### src/rtl/spi_sram_arbiter.sv
// Two-master arbiter sharing one spi_sram_encoder; the ack pulses the cycle after enc_busy falls.
// Requests wait while the encoder is uninitialised or busy; ARB_ROUND_ROBIN_EN selects round-robin over fixed A>B.
module spi_sram_arbiter #(
  parameter int WORD_WIDTH    = 16,
  parameter int ADDRESS_WIDTH = 14,
  parameter int BUSY_TIMEOUT  = 15
) (
  input  logic                     clk,
  input  logic                     reset_n,
  input  logic                     a_req,
  input  logic                     a_we,
  input  logic [ADDRESS_WIDTH-1:0] a_addr,
  input  logic [WORD_WIDTH-1:0]    a_wdata,
  output logic                     a_ack,
  output logic [WORD_WIDTH-1:0]    a_rdata,
  input  logic                     b_req,
  input  logic                     b_we,
  input  logic [ADDRESS_WIDTH-1:0] b_addr,
  input  logic [WORD_WIDTH-1:0]    b_wdata,
  output logic                     b_ack,
  output logic [WORD_WIDTH-1:0]    b_rdata,
  input  logic                     enc_initialized,
  input  logic                     enc_busy,
  input  logic [WORD_WIDTH-1:0]    enc_rdata,
  output logic                     enc_request,
  output logic [ADDRESS_WIDTH-1:0] enc_address,
  output logic                     enc_write_enable,
  output logic [WORD_WIDTH-1:0]    enc_wdata,
  output logic                     grant_b,
  output logic                     timeout_err
);

  typedef enum logic [1:0] {IDLE, ISSUE, WAIT_BUSY, WAIT_DONE} state_t;

  state_t     state, state_nxt;
  logic [7:0] cnt, cnt_nxt;
  logic       grant_ok;
  logic       pick_b;
  logic       done;
  logic       abort;

  // No grant during an ack cycle, so a requester holding req high is not re-served on stale fields.
  assign grant_ok = (state == IDLE) && enc_initialized && !enc_busy &&
                    (a_req || b_req) && !(a_ack || b_ack);

`ifdef ARB_ROUND_ROBIN_EN
  logic rr_b;

  always_ff @(posedge clk) begin
    if (!reset_n) begin
      rr_b <= 1'b0;
    end else if (done) begin
      rr_b <= ~grant_b;
    end
  end

  assign pick_b = b_req && (!a_req || rr_b);
`else
  assign pick_b = !a_req;
`endif

  assign enc_request = (state == ISSUE);

  always_comb begin
    state_nxt = state;
    cnt_nxt   = cnt;
    done      = 1'b0;
    abort     = 1'b0;
    case (state)
      IDLE: begin
        if (grant_ok) state_nxt = ISSUE;
      end
      ISSUE: begin
        cnt_nxt   = 8'd0;
        state_nxt = WAIT_BUSY;
      end
      WAIT_BUSY: begin
        if (enc_busy) begin
          state_nxt = WAIT_DONE;
        end else begin
          cnt_nxt = cnt + 8'd1;
          if (cnt_nxt == 8'(BUSY_TIMEOUT)) begin
            abort     = 1'b1;
            state_nxt = IDLE;
          end
        end
      end
      WAIT_DONE: begin
        if (!enc_busy) begin
          done      = 1'b1;
          state_nxt = IDLE;
        end
      end
      default: state_nxt = IDLE;
    endcase
  end

  always_ff @(posedge clk) begin
    if (!reset_n) begin
      state            <= IDLE;
      cnt              <= 8'd0;
      grant_b          <= 1'b0;
      enc_address      <= '0;
      enc_write_enable <= 1'b0;
      enc_wdata        <= '0;
      a_ack            <= 1'b0;
      b_ack            <= 1'b0;
      a_rdata          <= '0;
      b_rdata          <= '0;
      timeout_err      <= 1'b0;
    end else begin
      state <= state_nxt;
      cnt   <= cnt_nxt;
      a_ack <= done && !grant_b;
      b_ack <= done && grant_b;
      if (abort) timeout_err <= 1'b1;
      if (grant_ok) begin
        grant_b          <= pick_b;
        enc_address      <= pick_b ? b_addr  : a_addr;
        enc_write_enable <= pick_b ? b_we    : a_we;
        enc_wdata        <= pick_b ? b_wdata : a_wdata;
      end
      if (done && !enc_write_enable) begin
        if (grant_b) b_rdata <= enc_rdata;
        else         a_rdata <= enc_rdata;
      end
    end
  end

endmodule
### config.mk
export PLATFORM = sky130hd
export DESIGN_NAME = spi_sram_arbiter
export DESIGN_NICKNAME = d
export VERILOG_FILES = /design/src/rtl/spi_sram_arbiter.sv
export SDC_FILE = /design/constraint.sdc
export NUM_CORES = 1
export LEC_CHECK = 0
export CAP_MARGIN = 20
export CORE_MARGIN = 3
export CORE_UTILIZATION = 35
export CTS_CLUSTER_SIZE = 8
export DETAILED_ROUTE_END_ITERATION = 8
export DONT_BUFFER_PORTS = 1
export PLACE_DENSITY = 0.46
export SYNTH_ARGS = -nofsm -noshare
export SYNTH_HDL_FRONTEND = slang
export SYNTH_SLANG_ARGS = --single-unit
### constraint.sdc
create_clock -name clk -period 2.15 [get_ports clk]
set_clock_uncertainty 0.2 [all_clocks]
set_input_delay 0.43 -clock clk [delete_from_list [all_inputs] [get_ports clk]]
set_output_delay 0.43 -clock clk [all_outputs]
set_load 0.03 [all_outputs]
==> run_results.csv, run 1 <==
group,metric,value,unit
synthesis,synth_nets,437,
worst_setup_path,r2r.worst_path.cells,6,
synthesis,synthSimpleGateAreaFrac,16.9,%
sta,hold_viol_final,0,
detailed_routing,route.met3.wl,710,um
sta,drv_slew,0,
placement,gp_congestion,0.770,
worst_hold_path,hold_end,"a_rdata[6]",
worst_setup_path,crit_arrival,1.32,ns
detailed_routing,met2WireLength,3660,um
detailed_routing,drtIter0Drc,76,
finish,antenna_cells,0,
synthesis,synth.mux.area_fraction,14.2,%
synthesis,ys_seq_area_share,46.4,%
clocking,clk_pin_slew,0.09,ns
placement,dp_cells,461,
clocking,cts_max_path_buffers,2,
worst_setup_path,end_kind,"output port",
clocking,insertion_delay,0.34,ns
sta,rsz0062_at_grt,"false",
worst_setup_path,startpoint,"state[1]",
synthesis,ys_types,37,
status,status,"completed",
global_routing,grt_usage,14.8,%
synthesis,synthXorXnorAreaFrac,0.792,%
power,p_leak,1.50,nW
die,rows,34,
worst_setup_path,crit_fanout,9,
power,p_total,3.08,mW
global_routing,antenna_found_initial,0,
synthesis,postSynthCellCount,351,
finish,fin_area,3770,um2
global_routing,grt_pass1_vias,2437,
sta,setup-violations-final,0,
synthesis,yosys_warnings,0,
sta,tns,0,ns
die,die_h,103,um
finish,stdcell_count,491,
detailed_routing,wl_per_cell,15.8,um
placement,post-dp-hpwl,5420,um
worst_hold_path,hold_depth,2,
synthesis,synth-compound-area-share,15.9,%
worst_setup_path,r2r_end,"enc_address[0]",
synthesis,yosys.area_share.adder,0.754,%
finish,area_growth,13.6,%
sta,period_share,90.9,%
power,peakVddDrop,0.366,mV
finish,final_common_cell,"dfxtp_1",
clocking,numCtsBuffers,9,
worst_hold_path,worstHoldStart,"enc_rdata[6]",
power,p_per_area,816,nW/um2
sta,finalCriticalPeriod,1.95,ns
sta,clock.fmax,512,MHz
synthesis,syn_area_per_cell,9.46,um2
synthesis,synth_top_family_by_area,"simple AND/OR/NAND/NOR gates",
worst_setup_path,rr_startpoint,"state[0]",
synthesis,async_reset_ff_share,0,%
detailed_routing,wl,7780,um
synthesis,mappedNetlistArea,3320,um2
finish,fillers,922,
global_routing,grt_max_degree,65,
detailed_routing,drc,0,
clocking,cts_root_buf,"clkbuf_8",
detailed_routing,m1WireLength,3300,um
detailed_routing,vias_per_cell,4.98,
die,core_area,8980,um2
global_routing,grt_pass1_wl,12400,um
synthesis,synth_seq_cells,77,
run,maxCapViolCount,0,
synthesis,synth_edf_count,0,
clocking,clock_sinks,77,
detailed_routing,drt_pass1_iterations,4,
die,chipWidth,103,um
worst_setup_path,worstSetupPathType,"reg2out",
finish,fin_nets,446,
sta,layout_setup_ws,0.196,ns
worst_hold_path,hold_path_class,"in2reg",
detailed_routing,top_layer,"met4",
die,start_util,37.0,%
placement,pre_cts_ws,0.266,ns
placement,portBuffers,0,
detailed_routing,ant_nets,0,
worst_setup_path,start_kind,"flip-flop",
clocking,htree_levels,3,
clocking,cts_tree,"yes",
global_routing,gr-total-overflow,0,
detailed_routing,vias,2445,
sta,hold_ws,0.0233,ns
sta,relSlewSlack,61.4,%
finish,final_layout_size_suffix_gt1_share,14.5,%
synthesis,synth_top_flop_cell,"dfxtp_1",
worst_setup_path,cp.required,1.52,ns
worst_setup_path,rrSetupSlack,0.29,ns
clocking,post_cts_buffers,0,
finish,final_cell_mix,"76 x dfxtp_1, 60 x nor2_1, 47 x mux2i_1",
die,io_pins,152,
placement,place_area,3420,um2
die,dieArea,10700,um2
sta,worst_slew_pin_slew,0.579,ns
finish,finish.utilization,42.0,%
==> flip-flops by register name (all words and copies together), names as in the netlist <==
name              cells
a_ack                 1
enc_write_enable      1
timeout_err           1
b_ack                 1
cnt                   8
enc_wdata            16
enc_address          14
a_rdata              16
state                 2
b_rdata              16
grant_b               1
==> layout make-up <==
type,instances,area (um2),share of cell area [%]
tap,126,158,4.18
multi-input combinational,243,1620,42.9
sequential,77,1540,40.9
clock buffer,10,138,3.65
timing repair buffer,24,228,6.04
clock inverter,6,68.8,1.82
inverter,5,18.8,0.498
==> critical path, cell delays in order, from the launching register on <==
cell	delay, ns
dfxtp_2	0.46
nand2b_1	0.25
inv_1	0.10
buf_4	0.18
==> power by group <==
part / leakage (nW) / internal, mW / switching [mW] / total [mW]
clock network: 0.103 / 0.577 / 0.571 / 1.15
logic: 0.767 / 0.130 / 0.162 / 0.292
registers: 0.625 / 1.49 / 0.152 / 1.64
==> synthesized netlist by cell type, types with 2 or more instances <==
cell type	n	share of area [%]
dfxtp_1	77	46
ha_1	2	0.75
inv_2	2	0.23
mux2i_1	47	14
buf_2	9	1.4
buf_6	4	1.4
nor3_1	3	0.45
inv_1	3	0.34
and2_1	2	0.38
a211oi_2	20	7.5
a31oi_1	2	0.38
a211oi_1	12	2.7
a21oi_1	24	3.6
nand2_1	39	4.4
nand3_1	5	0.75
nor2_1	60	6.8
buf_4	3	0.68
clkbuf_1	10	1.1
xnor2_1	2	0.53
or3_1	4	0.75
nand3b_1	2	0.45
o21ai_0	4	0.60
==> repair_timing <==
action | CTS | global route
hold endpoints to repair | 14 | 0
hold buffers | 14 | 0
resized for setup | 0 | 1
endpoints found under the setup margin | 0 | 1
==> kinds of logic (layout without fill, tap and decap cells) <==
logic type | count (synthesis) | after routing
and+or+nand+nor | 125 | 125
AOI/OAI and AO/OA | 66 | 66
adders and majority gates | 2 | 2
muxes | 47 | 47
xor gates and xnor gates | 3 | 3
DFF | 77 | 77
buffers and inverters | 31 | 45
==> how the worst max path moves through the flow <==
stage               cells past startpoint  slack [ns]        endpoint
floorplan                               6        0.35     b_rdata[10]
global placement                        6        0.29    enc_wdata[4]
detailed placement                      6        0.27  enc_address[0]
CTS                                     3        0.03     enc_request
global route                            3        0.10     enc_request
finish                                  3        0.20     enc_request
==> routing by layer <==
metal | global-route usage, % | vias to the layer above
li1 | - | 1240
met4 | 5.68 | 0
met3 | 5.23 | 9
met1 | 18.7 | 1104
met5 | 0 | -
met2 | 22.9 | 92
Power figures use the tool's default switching activity.
==> run 2, diff against run 1 <==
--- a/config.mk
+++ b/config.mk
@@ -11,7 +11,6 @@
 export CTS_CLUSTER_SIZE = 8
 export DETAILED_ROUTE_END_ITERATION = 8
 export DONT_BUFFER_PORTS = 1
-export PLACE_DENSITY = 0.46
 export SYNTH_ARGS = -nofsm -noshare
 export SYNTH_HDL_FRONTEND = slang
 export SYNTH_SLANG_ARGS = --single-unit
==> run 2 against run 1 <==
Effect of this change: highest routed layer unchanged; global-route usage fell by 0.12 points; die area did not move; sequential share of layout area fell by 0.59 points; critical endpoint unchanged; first-iteration DRC count rose by 9.2%; utilization rose by 0.61 points; final area rose by 1.5%.
==> run_results.csv, run 2 (synthesized netlist as in run 1, its figures left out) <==
group,metric,value,unit
placement,pre_cts_ws,0.295,ns
power,p_sw,0.902,mW
clocking,cts_tree,"yes",
worst_setup_path,rr_startpoint,"state[0]",
die,dieArea,10700,um2
worst_setup_path,cp.required,1.52,ns
detailed_routing,drc,0,
clocking,cts_root_buf,"clkbuf_8",
sta,relSlewSlack,64.5,%
global_routing,grt_pass1_wl,12200,um
power,p_per_area,805,nW/um2
die,chipWidth,103,um
die,io_pins,152,
detailed_routing,vias,2514,
finish,antenna_cells,0,
clocking,clock_sinks,77,
detailed_routing,wl_per_cell,15.8,um
worst_setup_path,startpoint,"state[1]",
finish,area_growth,15.3,%
global_routing,gr-total-overflow,0,
sta,drv_slew,0,
placement,gp_congestion,0.740,
finish,final_common_cell,"dfxtp_1",
power,seqPwrFrac,53.4,%
clocking,cts_max_path_buffers,2,
sta,clock.fmax,515,MHz
sta,setup-violations-final,0,
detailed_routing,ant_nets,0,
global_routing,antenna_found_initial,0,
global_routing,grt_pass1_vias,2501,
power,switching_share,29.3,%
status,status,"completed",
clocking,clk_pin_slew,0.10,ns
sta,layout_setup_ws,0.209,ns
die,rows,34,
worst_hold_path,hold_depth,2,
run,maxCapViolCount,0,
clocking,htree_levels,3,
power,clkPwrFrac,37.0,%
power,peakVddDrop,0.449,mV
clocking,numCtsBuffers,9,
clocking,insertion_delay,0.34,ns
worst_setup_path,end_kind,"output port",
sta,hold_viol_final,0,
power,p_int,2.18,mW
power,combPwrFrac,9.6,%
sta,rsz0062_at_grt,"false",
global_routing,grt_usage,14.6,%
sta,worst_slew_pin_slew,0.533,ns
finish,final_layout_size_suffix_gt1_share,14.9,%
sta,tns,0,ns
placement,dp_cells,463,
die,core_area,8980,um2
worst_hold_path,worstHoldStart,"enc_rdata[8]",
worst_setup_path,crit_fanout,9,
placement,portBuffers,0,
finish,final_cell_mix,"76 x dfxtp_1, 60 x nor2_1, 47 x mux2i_1",
sta,finalCriticalPeriod,1.94,ns
finish,stdcell_count,496,
power,p_leak,1.52,nW
die,start_util,37.0,%
detailed_routing,vias_per_cell,5.07,
worst_hold_path,hold_path_class,"in2reg",
detailed_routing,drtIter0Drc,83,
die,die_h,103,um
sta,period_share,90.3,%
worst_setup_path,worstSetupPathType,"reg2out",
global_routing,grt_max_degree,57,
placement,post-dp-hpwl,5540,um
finish,reg_top3,"a_rdata x16, b_rdata x16, enc_wdata x16",
worst_setup_path,crit_arrival,1.31,ns
finish,fin_nets,451,
worst_setup_path,start_kind,"flip-flop",
worst_setup_path,r2r.worst_path.cells,6,
detailed_routing,wl,7850,um
detailed_routing,drt_pass1_iterations,4,
==> run 2: cell count changes in the layout (fill, tap and decap cells not counted) <==
cell	change
buf_12	+1
dlygate4sd3_1	+3
clkinv_4	-1
inv_6	+1
buf_4	+1
clkbuf_8	-1
inv_8	+1
==> run 2: repair_timing <==
action	CTS	global route
hold endpoints to repair	21	0
gates resized for setup	0	1
setup endpoints to repair	0	1
hold buffers	17	0
setup buffers	0	0
==> run 2: area by class of cell <==
cell class | count | area (um2)
tap | 126 | 158
inverter | 5 | 18.8
multi-input combinational | 243 | 1620
timing repair buffer | 29 | 285
fill | 893 | 5150
sequential | 77 | 1540
clock buffer | 9 | 124
clock inverter | 7 | 80.1
==> run 2: layer usage <==
layer,GRT usage (%),share of wire [%]
met4,5.08,1.3
met5,0,0
met2,24.6,49
met1,17.3,41
met3,5.10,8.9
==> run 2: final timing paths <==
check                   end  slack (ns)
min reg2reg           b_ack        0.27
max             enc_request        0.21
min              b_rdata[8]        0.02
max reg2reg  enc_address[3]        0.32
==> run 2: through the flow <==
step | power [mW] | hold WS [ns] | area, um2 | util [%]
global route | 3.23 | 0.00575 | 3830 | 42.6
CTS | 3.13 | 0.000775 | 3820 | 42.6
finish | 3.08 | 0.0200 | 3830 | 42.6
detailed placement | 1.95 | 0.249 | 3450 | 38.4
floorplan | 1.90 | 0.282 | 3320 | -
global placement | 1.94 | 0.247 | 3450 | 38.4
==> run 2: power groups by stage <==
stage | registers [mW] | clock network (mW) | logic (mW)
final | 1.64 | 1.14 | 0.296
after global routing | 1.65 | 1.24 | 0.332
after CTS | 1.64 | 1.19 | 0.299
after detailed placement | 1.68 | 0 | 0.271
after global placement | 1.68 | 0 | 0.265
after floorplan | 1.66 | 0 | 0.247
==> run 2: critical path: stages (launching register included) <==
cell and delay, ns:
dfxtp_2 0.46, nand2b_1 0.26, inv_1 0.08, buf_4 0.17
==> run 3, diff against run 2 <==
--- a/config.mk
+++ b/config.mk
@@ -5,12 +5,14 @@
 export SDC_FILE = /design/constraint.sdc
 export NUM_CORES = 1
 export LEC_CHECK = 0
+export ABC_CLOCK_PERIOD_IN_PS = 2150
 export CAP_MARGIN = 20
 export CORE_MARGIN = 3
 export CORE_UTILIZATION = 35
 export CTS_CLUSTER_SIZE = 8
 export DETAILED_ROUTE_END_ITERATION = 8
 export DONT_BUFFER_PORTS = 1
+export SKIP_CTS_REPAIR_TIMING = 1
 export SYNTH_ARGS = -nofsm -noshare
 export SYNTH_HDL_FRONTEND = slang
 export SYNTH_SLANG_ARGS = --single-unit
==> run 3 against run 2 <==
Effect of this change: the flow now finishes with violations (negative hold slack); final cell count is 1.2% lower; wire length is 1.8% lower; critical path depth stayed put; first-iteration DRC count is 23% higher; die area stayed put; sequential power hardly changed; power is 0.26% lower.
==> run_results.csv, run 3 (synthesized netlist as in run 1, its figures left out) <==
group,metric,value,unit
die,die_h,103,um
worst_hold_path,hold_path_class,"in2reg",
sta,clock.fmax,512,MHz
global_routing,grtUsageMet2,23.5,%
finish,fin_area,3770,um2
detailed_routing,drc,0,
power,p_total,3.07,mW
worst_setup_path,critPathMaxStageDelay,0.46,ns
sta,tns,0,ns
sta,rsz0062_at_grt,"false",
finish,stdcell_count,490,
detailed_routing,wl_per_cell,15.7,um
detailed_routing,drtIter0Drc,102,
clocking,cts_root_buf,"clkbuf_8",
worst_setup_path,worstSetupPathType,"reg2out",
power,p_sw,0.901,mW
worst_setup_path,worst_path_max_delay_cell,"dfxtp_2",
worst_setup_path,start_kind,"flip-flop",
power,switching_share,29.4,%
power,p_leak,1.50,nW
global_routing,grt_pass1_vias,2432,
worst_setup_path,cp.required,1.52,ns
global_routing,grt_usage,14.1,%
die,dieArea,10700,um2
sta,finalCriticalPeriod,1.95,ns
die,chipWidth,103,um
sta,relSlewSlack,64.7,%
finish,reg_top3,"a_rdata x16, b_rdata x16, enc_wdata x16",
detailed_routing,vias_per_cell,5.07,
power,p_per_area,815,nW/um2
status,violations,"negative hold slack",
finish,fin_nets,445,
clocking,cts_tree,"yes",
sta,hold_viol_final,1,
sta,worst_slew_pin_slew,0.530,ns
clocking,cts_max_path_buffers,2,
finish,final_cell_mix,"76 x dfxtp_1, 60 x nor2_1, 47 x mux2i_1",
finish,final_common_cell,"dfxtp_1",
finish,finish.utilization,42.0,%
sta,setup-violations-final,0,
finish,antenna_cells,0,
placement,place_area,3450,um2
run,maxCapViolCount,0,
power,p_int,2.17,mW
worst_setup_path,end_kind,"output port",
detailed_routing,drt_pass1_iterations,4,
power,peakVddDrop,0.449,mV
die,core_area,8980,um2
finish,final_layout_size_suffix_gt1_share,15.1,%
die,start_util,37.0,%
sta,period_share,90.8,%
global_routing,top_usage_layer,"met2",
worst_setup_path,path_buf_inv,2,
global_routing,grt_pass1_wl,11900,um
detailed_routing,ant_nets,0,
global_routing,use_met1,16.7,%
power,clkPwrFrac,37.2,%
global_routing,gr-total-overflow,0,
detailed_routing,vias,2484,
placement,portBuffers,0,
die,rows,34,
worst_setup_path,crit_fanout,9,
placement,dp_cells,463,
clocking,htree_levels,3,
placement,post-dp-hpwl,5540,um
placement,gp_congestion,0.740,
status,status,"complete, but fails checks",
clocking,numCtsBuffers,9,
global_routing,grt_use_met3,5.16,%
sta,hold_ws,-0.00272,ns
die,io_pins,152,
finish,fillers,903,
global_routing,grt_max_degree,57,
clocking,clock_sinks,77,
power,seqPwrFrac,53.5,%
detailed_routing,wl,7710,um
clocking,insertion_delay,0.34,ns
sta,drv_slew,0,
power,combPwrFrac,9.3,%
global_routing,antenna_found_initial,0,
worst_setup_path,crit_arrival,1.32,ns
worst_setup_path,path_cells,"nand2b_1 > inv_1 > buf_4",
finish,area_growth,13.5,%
worst_setup_path,critPathTopFamily,"flip-flops",
clocking,clk_pin_slew,0.10,ns
[run 3: changes by cell type in the layout (fill, tap and decap cells not counted)]
cell / change
dlygate4sd3_1: -6
[run 3: layout make-up]
cell class / instances / area (um2) / area share (%)
Multi-Input combinational cell: 243 / 1620 / 43.0
Sequential cell: 77 / 1540 / 41.0
Timing Repair Buffer: 23 / 225 / 5.98
Tap cell: 126 / 158 / 4.19
Clock buffer: 9 / 124 / 3.29
Clock inverter: 7 / 80.1 / 2.13
Inverter: 5 / 18.8 / 0.498
[run 3: final timing paths]
path                                     from             end  slack, ns  depth (start not counted)
worst min register to register        grant_b           b_ack       0.26                          2
worst max-delay path                 state[1]     enc_request       0.20                          3
worst min-delay path            enc_rdata[15]     a_rdata[15]     -0.003                          2
worst max register to register       state[0]  enc_address[3]       0.32                          6
[run 3: worst register-to-register path, delay by kind of cell (launching register included)]
kind / cells / cell delay [ns]
buffers and inverters: 1 / 0.29
flip-flops: 1 / 0.37
AND/OR/NAND/NOR: 4 / 0.69
AO/OA/AOI/OAI: 1 / 0.22
[run 3: power by group through the flow]
stage                     registers [mW]  logic, mW  clock network, mW
after floorplan                     1.66      0.247                  0
after global placement              1.68      0.265                  0
after detailed placement            1.68      0.271                  0
after CTS                           1.64      0.271               1.19
after global routing                1.65      0.322               1.24
final                               1.64      0.285               1.14
[run 3: stage by stage]
stage | hold slack [ns] | setup WS (ns)
global route | 0.00574 | 0.139
floorplan | 0.282 | 0.353
finish | -0.00272 | 0.198
global placement | 0.247 | 0.349
detailed placement | 0.249 | 0.295
CTS | -0.0516 | 0.0500
[run 3: per-layer routing]
layer / share of wire [%] / vias to the layer above
li1: - / 1233
met2: 49 / 96
met4: 1.4 / 0
met5: 0 / -
met1: 41 / 1145
met3: 8.7 / 10
